==> src/rtl/io_map_pkg.sv <==
// Address map, status layout and region constants for the memory-mapped I/O slave.
package io_map_pkg;

   localparam logic [3:0] IO_REGION = 4'h8;

   localparam logic [7:0] UART_CTRL = 8'h00;
   localparam logic [7:0] UART_RX   = 8'h04;
   localparam logic [7:0] UART_TX   = 8'h08;
   localparam logic [7:0] CYC_CNT   = 8'h10;
   localparam logic [7:0] INST_CNT  = 8'h14;
   localparam logic [7:0] CNT_RST   = 8'h18;

   localparam int ST_TX_NOTFULL  = 0;
   localparam int ST_RX_NONEMPTY = 1;

   // Packed so that it drops straight into the low two bits of the status word.
   typedef struct packed {
      logic rx_nonempty;
      logic tx_notfull;
   } uart_status_t;

endpackage

==> src/rtl/sync_fifo.sv <==
// Single-clock first-word-fall-through FIFO; head is valid whenever empty is low.
module sync_fifo #(
   parameter int WIDTH = 8,
   parameter int DEPTH = 8
) (
   input  logic             clk,
   input  logic             rst,
   input  logic             push,
   input  logic [WIDTH-1:0] push_data,
   input  logic             pop,
   output logic [WIDTH-1:0] head,
   output logic             full,
   output logic             empty
);

   localparam int AW = $clog2(DEPTH);
   localparam logic [AW-1:0] PTR_ONE  = AW'(1);
   localparam logic [AW:0]   CNT_ONE  = (AW+1)'(1);
   localparam logic [AW:0]   CNT_FULL = (AW+1)'(DEPTH);

   logic [WIDTH-1:0] mem [DEPTH];
   logic [AW-1:0]    wr_ptr;
   logic [AW-1:0]    rd_ptr;
   logic [AW:0]      count;
   logic             push_ok;
   logic             pop_ok;

   assign full    = (count == CNT_FULL);
   assign empty   = (count == '0);
   assign push_ok = push && !full;
   assign pop_ok  = pop && !empty;
   assign head    = mem[rd_ptr];

   // Pointers wrap on their own; the extra count bit separates full from empty.
   always_ff @(posedge clk or negedge rst) begin
      if (!rst) begin
         wr_ptr <= '0;
         rd_ptr <= '0;
         count  <= '0;
      end else begin
         if (push_ok) wr_ptr <= wr_ptr + PTR_ONE;
         if (pop_ok)  rd_ptr <= rd_ptr + PTR_ONE;
         case ({push_ok, pop_ok})
            2'b10:   count <= count + CNT_ONE;
            2'b01:   count <= count - CNT_ONE;
            default: count <= count;
         endcase
      end
   end

   always_ff @(posedge clk) begin
      if (push_ok) mem[wr_ptr] <= push_data;
   end

endmodule

==> src/rtl/mmio_uart_controller.sv <==
// I/O slave at region 0x8: UART RX/TX byte FIFOs plus cycle and retired-instruction counters.
module mmio_uart_controller
   import io_map_pkg::*;
#(
   parameter int RX_DEPTH = 8,
   parameter int TX_DEPTH = 8
) (
   input  logic        clk,
   input  logic        rst,
   input  logic [31:0] io_addr,
   input  logic [31:0] io_wdata,
   input  logic        io_we,
   input  logic        io_re,
   input  logic        inst_retire,
   output logic [31:0] io_rdata,
   output logic [7:0]  uart_tx_data,
   output logic        uart_tx_valid,
   input  logic        uart_tx_ready,
   input  logic [7:0]  uart_rx_data,
   input  logic        uart_rx_valid,
   output logic        uart_rx_ready
);

   logic        io_sel;
   logic [7:0]  offset;
   logic        tx_push;
   logic        tx_pop;
   logic        tx_full;
   logic        tx_empty;
   logic [7:0]  tx_head;
   logic        rx_push;
   logic        rx_pop;
   logic        rx_full;
   logic        rx_empty;
   logic [7:0]  rx_head;
   logic        cnt_clr;
   logic [31:0] cycle_cnt;
   logic [31:0] instr_cnt;
   logic [31:0] rd_mux;
   uart_status_t status;
   logic        unused_bits;

   assign io_sel      = (io_addr[31:28] == IO_REGION);
   assign offset      = io_addr[7:0];
   assign unused_bits = &{1'b0, io_addr[27:8], io_wdata[31:8]};

   assign tx_push = io_we && io_sel && (offset == UART_TX);
   assign cnt_clr = io_we && io_sel && (offset == CNT_RST);
   assign rx_pop  = io_re && io_sel && (offset == UART_RX) && !rx_empty;

   // Both UART links use valid/ready: a byte moves on a cycle where valid and
   // ready are both high; the sender holds data and valid stable until then.
   assign uart_rx_ready = !rx_full;
   assign rx_push       = uart_rx_valid && uart_rx_ready;
   assign uart_tx_valid = !tx_empty;
   assign uart_tx_data  = tx_head;
   assign tx_pop        = uart_tx_valid && uart_tx_ready;

   sync_fifo #(.WIDTH(8), .DEPTH(RX_DEPTH)) u_rx_fifo (
      .clk       (clk),
      .rst       (rst),
      .push      (rx_push),
      .push_data (uart_rx_data),
      .pop       (rx_pop),
      .head      (rx_head),
      .full      (rx_full),
      .empty     (rx_empty)
   );

   sync_fifo #(.WIDTH(8), .DEPTH(TX_DEPTH)) u_tx_fifo (
      .clk       (clk),
      .rst       (rst),
      .push      (tx_push),
      .push_data (io_wdata[7:0]),
      .pop       (tx_pop),
      .head      (tx_head),
      .full      (tx_full),
      .empty     (tx_empty)
   );

   // Status comes from FIFO flags before any push/pop of this cycle.
   assign status.rx_nonempty = !rx_empty;
   assign status.tx_notfull  = !tx_full;

   always_comb begin
      rd_mux = '0;
      if (io_sel) begin
         case (offset)
            UART_CTRL: rd_mux = {30'b0, status};
            UART_RX:   rd_mux = rx_empty ? 32'h0 : {24'b0, rx_head};
            CYC_CNT:   rd_mux = cycle_cnt;
            INST_CNT:  rd_mux = instr_cnt;
            default:   rd_mux = '0;
         endcase
      end
   end

   always_ff @(posedge clk or negedge rst) begin
      if (!rst) begin
         io_rdata <= '0;
      end else if (io_re) begin
         io_rdata <= rd_mux;
      end
   end

   // Clear has priority over counting in the same cycle.
   always_ff @(posedge clk or negedge rst) begin
      if (!rst) begin
         cycle_cnt <= '0;
         instr_cnt <= '0;
      end else if (cnt_clr) begin
         cycle_cnt <= '0;
         instr_cnt <= '0;
      end else begin
         cycle_cnt <= cycle_cnt + 32'd1;
         if (inst_retire) instr_cnt <= instr_cnt + 32'd1;
      end
   end

endmodule

==> config.mk <==
export PLATFORM = sky130hd
export DESIGN_NAME = mmio_uart_controller
export DESIGN_NICKNAME = d
export VERILOG_FILES = /design/src/rtl/io_map_pkg.sv /design/src/rtl/sync_fifo.sv /design/src/rtl/mmio_uart_controller.sv
export SDC_FILE = /design/constraint.sdc
export NUM_CORES = 1
export LEC_CHECK = 0
export CAP_MARGIN = 15
export CORE_ASPECT_RATIO = 2
export CORE_MARGIN = 3
export CORE_UTILIZATION = 57
export DETAILED_ROUTE_END_ITERATION = 8
export HOLD_SLACK_MARGIN = 0.05
export PLACE_DENSITY_LB_ADDON = 0.12
export RECOVER_POWER = 50
export SLEW_MARGIN = 20
export SYNTH_ARGS = -nofsm -noshare
export SYNTH_HDL_FRONTEND = slang
export SYNTH_SLANG_ARGS = --single-unit
==> constraint.sdc <==
create_clock -name clk -period 2.8 [get_ports clk]
set_input_delay 0.28 -clock clk [delete_from_list [all_inputs] [get_ports clk]]
set_output_delay 0.28 -clock clk [all_outputs]
set_load 0.005 [all_outputs]
==> results of run 1 <==
Yosys cell counts, drive strengths merged, types with 23 or more instances:
cell type,count,area [um2]
a21oi,35,175
clkbuf,25,114
dfrtp,116,2900
edfxtp,128,3840
mux2i,43,430
mux4,31,698
nand2,33,124
nand3,28,140
nor2,46,173
o2bb2ai,24,210
or4,26,199
xnor2,23,201
where the power goes:
part	internal (mW)	switching (mW)
registers	4.12	0.400
clock network	1.79	1.29
logic	0.916	0.708
per-stage QoR:
stage	cell area, um2	std cells
final	12900	1171
after global routing	12900	1171
after CTS	13000	1171
after detailed placement	12200	1130
after global placement	12200	1130
after floorplan	11000	796
kinds of logic (layout without fill, tap and decap cells):
group                      Yosys count  after routing  synth area share
DFF                                244            244             0.614
and+or+nand+nor                    227            227             0.118
AOI/OAI and AO/OA                  123            123            0.0752
muxes                               93             93             0.122
buffers and inverters               56            176            0.0229
xor gates and xnor gates            40             40            0.0319
adders and majority gates           13             13            0.0155
metal layers:
metal  global-route usage  routed length (um)  vias to the layer above
met4               0.0808                 666                        0
met3               0.0262                 830                       37
met1                0.271                9000                     3548
met5                    0                   0                        -
li1                     -                   -                     3293
met2                0.447               13400                      195
worst max-delay path: stages (launching register included):
cell and delay [ns]:
dfrtp_1 0.36, buf_4 0.24, mux4_2 0.52, mux2_2 0.29
clkdlybuf4s50_1 0.45
repair_timing:
action / CTS / global route
endpoints found under the setup margin: 2 / 0
hold buffers: 1 / 0
resized for setup: 1 / 0
hold endpoints to repair: 50 / 0
placed cells by master, fill, tap and decap left out, types with 4 or more instances in the layout:
master,count
and4_1,7
clkbuf_2,4
nor2_1,45
nand4_1,17
nor4_1,7
ha_1,12
and3_1,4
or4_1,25
nand2b_1,6
clkinv_1,5
xnor2_1,23
o21ai_0,20
clkdlybuf4s50_1,40
xor2_1,17
mux2_2,19
o21bai_1,6
dfrtp_1,115
or3_1,12
clkbuf_16,23
a32oi_1,6
mux2i_1,43
nand2_1,33
nand3_1,28
o2bb2ai_1,24
inv_1,17
o31ai_1,22
mux4_2,31
buf_4,37
nor3_1,18
dlygate4sd3_1,35
a21oi_1,35
edfxtp_1,128
state kept, by name, summed over array words and instances, names as in the netlist, 4 cells and up:
signal and cells:
u_tx_fifo.mem 64, instr_cnt 32, u_rx_fifo.count 4, io_rdata 32, u_tx_fifo.count 4, u_rx_fifo.mem 64, cycle_cnt 32
worst max-delay path by stage:
stage,start,cells after the start,to
after floorplan,io_addr[30],9,u_rx_fifo.count[3]
after global placement,io_addr[30],10,u_rx_fifo.count[3]
after detailed placement,io_addr[30],10,u_rx_fifo.count[3]
after CTS,u_tx_fifo.rd_ptr[0],4,uart_tx_data[7]
after global routing,u_tx_fifo.rd_ptr[0],4,uart_tx_data[7]
final,u_tx_fifo.rd_ptr[0],4,uart_tx_data[7]
area by class of cell:
class	instances	area (um2)	share of cell area
multi-input combinational	496	3990	0.308
clock inverter	14	156	0.0121
timing repair buffer	118	1070	0.0830
inverter	18	67.6	0.00522
clock buffer	26	587	0.0453
tap	255	319	0.0247
sequential	244	6750	0.521
==> impl_metrics.toml, run 1 <==
[power_and_ir_drop]
total_power_mw = 9.22
power.density_nw_per_um2 = 712
leakage_nw = 4.79
ir_worst_vdd_uv = 668

[clock_network]
cts_root_buf = "clkbuf_16"
ctsHtreeMaxLevel = 1
cts_made_buffers = 22
path_clk_slew_ns = 0.06
cts_sinks = 244
post-cts-setup-buffers = 0
cts_max_path_buffers = 3
clk_latency_ns = 0.51
cts_tree = "done"

[placed_design]
dp_slack_ns = -0.264
hpwl_um = 17100
gp_congestion = 0.844
place.port_buffers = 76

[die]
die_h_um = 202
die_area_um2 = 21100
core_area_um2 = 18800
ios = 121
row_count = 71
dieWidth_um = 104
start_util = 0.583

[sta]
relSlewSlack = 0.0624
worst_hold_slack_ns = 0.345
fin_tns_setup_ns = 0
fin_crit_sh = 0.943
setup_ws_ns = 0.160
max_freq_ghz = 0.379
finalMaxSlewViolations = 0
finalSetupViolCount = 0
hold_viol_final = 0
skew_ns = 0.0203
tightest_slew_ns = 1.41
fin_crit_ns = 2.64
rsz0062_at_grt = "false"

[flow_run]
drv_cap = 0

[layout]
fillers = 1373
antenna_cells = 0
drive_gt1_frac = 0.155
fin_nets = 992
area_delta_synth_final_pct = 17.8
final_util = 0.687

[critical_path]
cp.arrival_ns = 2.36
rrSetupSlack_ns = 0.25
cp_max_fo = 10
endpoint_kind = "output pin"
required_ns = 2.52
crit_path_start_kind = "flop"
reg2reg_depth = 8
path_class = "reg2out"
reg2reg_to = "u_rx_fifo.count[3]"
r2r-start = "u_rx_fifo.count[1]"

[hold_path]
hold-path-endpoint = "u_rx_fifo.rd_ptr[0]"
hp-class = "in2reg"
min_from = "io_addr[2]"
whs_path_depth = 4

[global_routing]
antenna_found_initial = 0
track_usage = 0.235
grt_pass1_wl_um = 39500
grt-ovfl-total = 0
grt_max_degree = 54
grt_pass1_vias = 7551

[route]
first_iter_violations = 401
drc = 0
drt_wl_total_um = 23900
ant_nets = 0
vias_per_cell = 6.04
vias = 7073
dr.pass1.iters = 5
avgRoutedWirePerCell_um = 20.4

[synthesis]
synthFlopType = "edfxtp_1"
ys_warn_count = 0
yosys.cell_types.count = 60
syn-num-nets = 888
synth_edf_count = 128
netlist_area_um2 = 11000
synth_cells = 796
synth-seq-area-share = 0.614
async_reset_ff_frac = 0.475
ys_seq_elements = 244
avgSynthCellArea_um2 = 13.8

[outcome]
status = "finished clean"
(Power assumes the default switching activity.)
==> run 2: changes to the inputs <==
- SLEW_MARGIN: 20 -> default
==> results of run 2 <==
No change in the layout: final DEF, timing and power equal those of run 1.
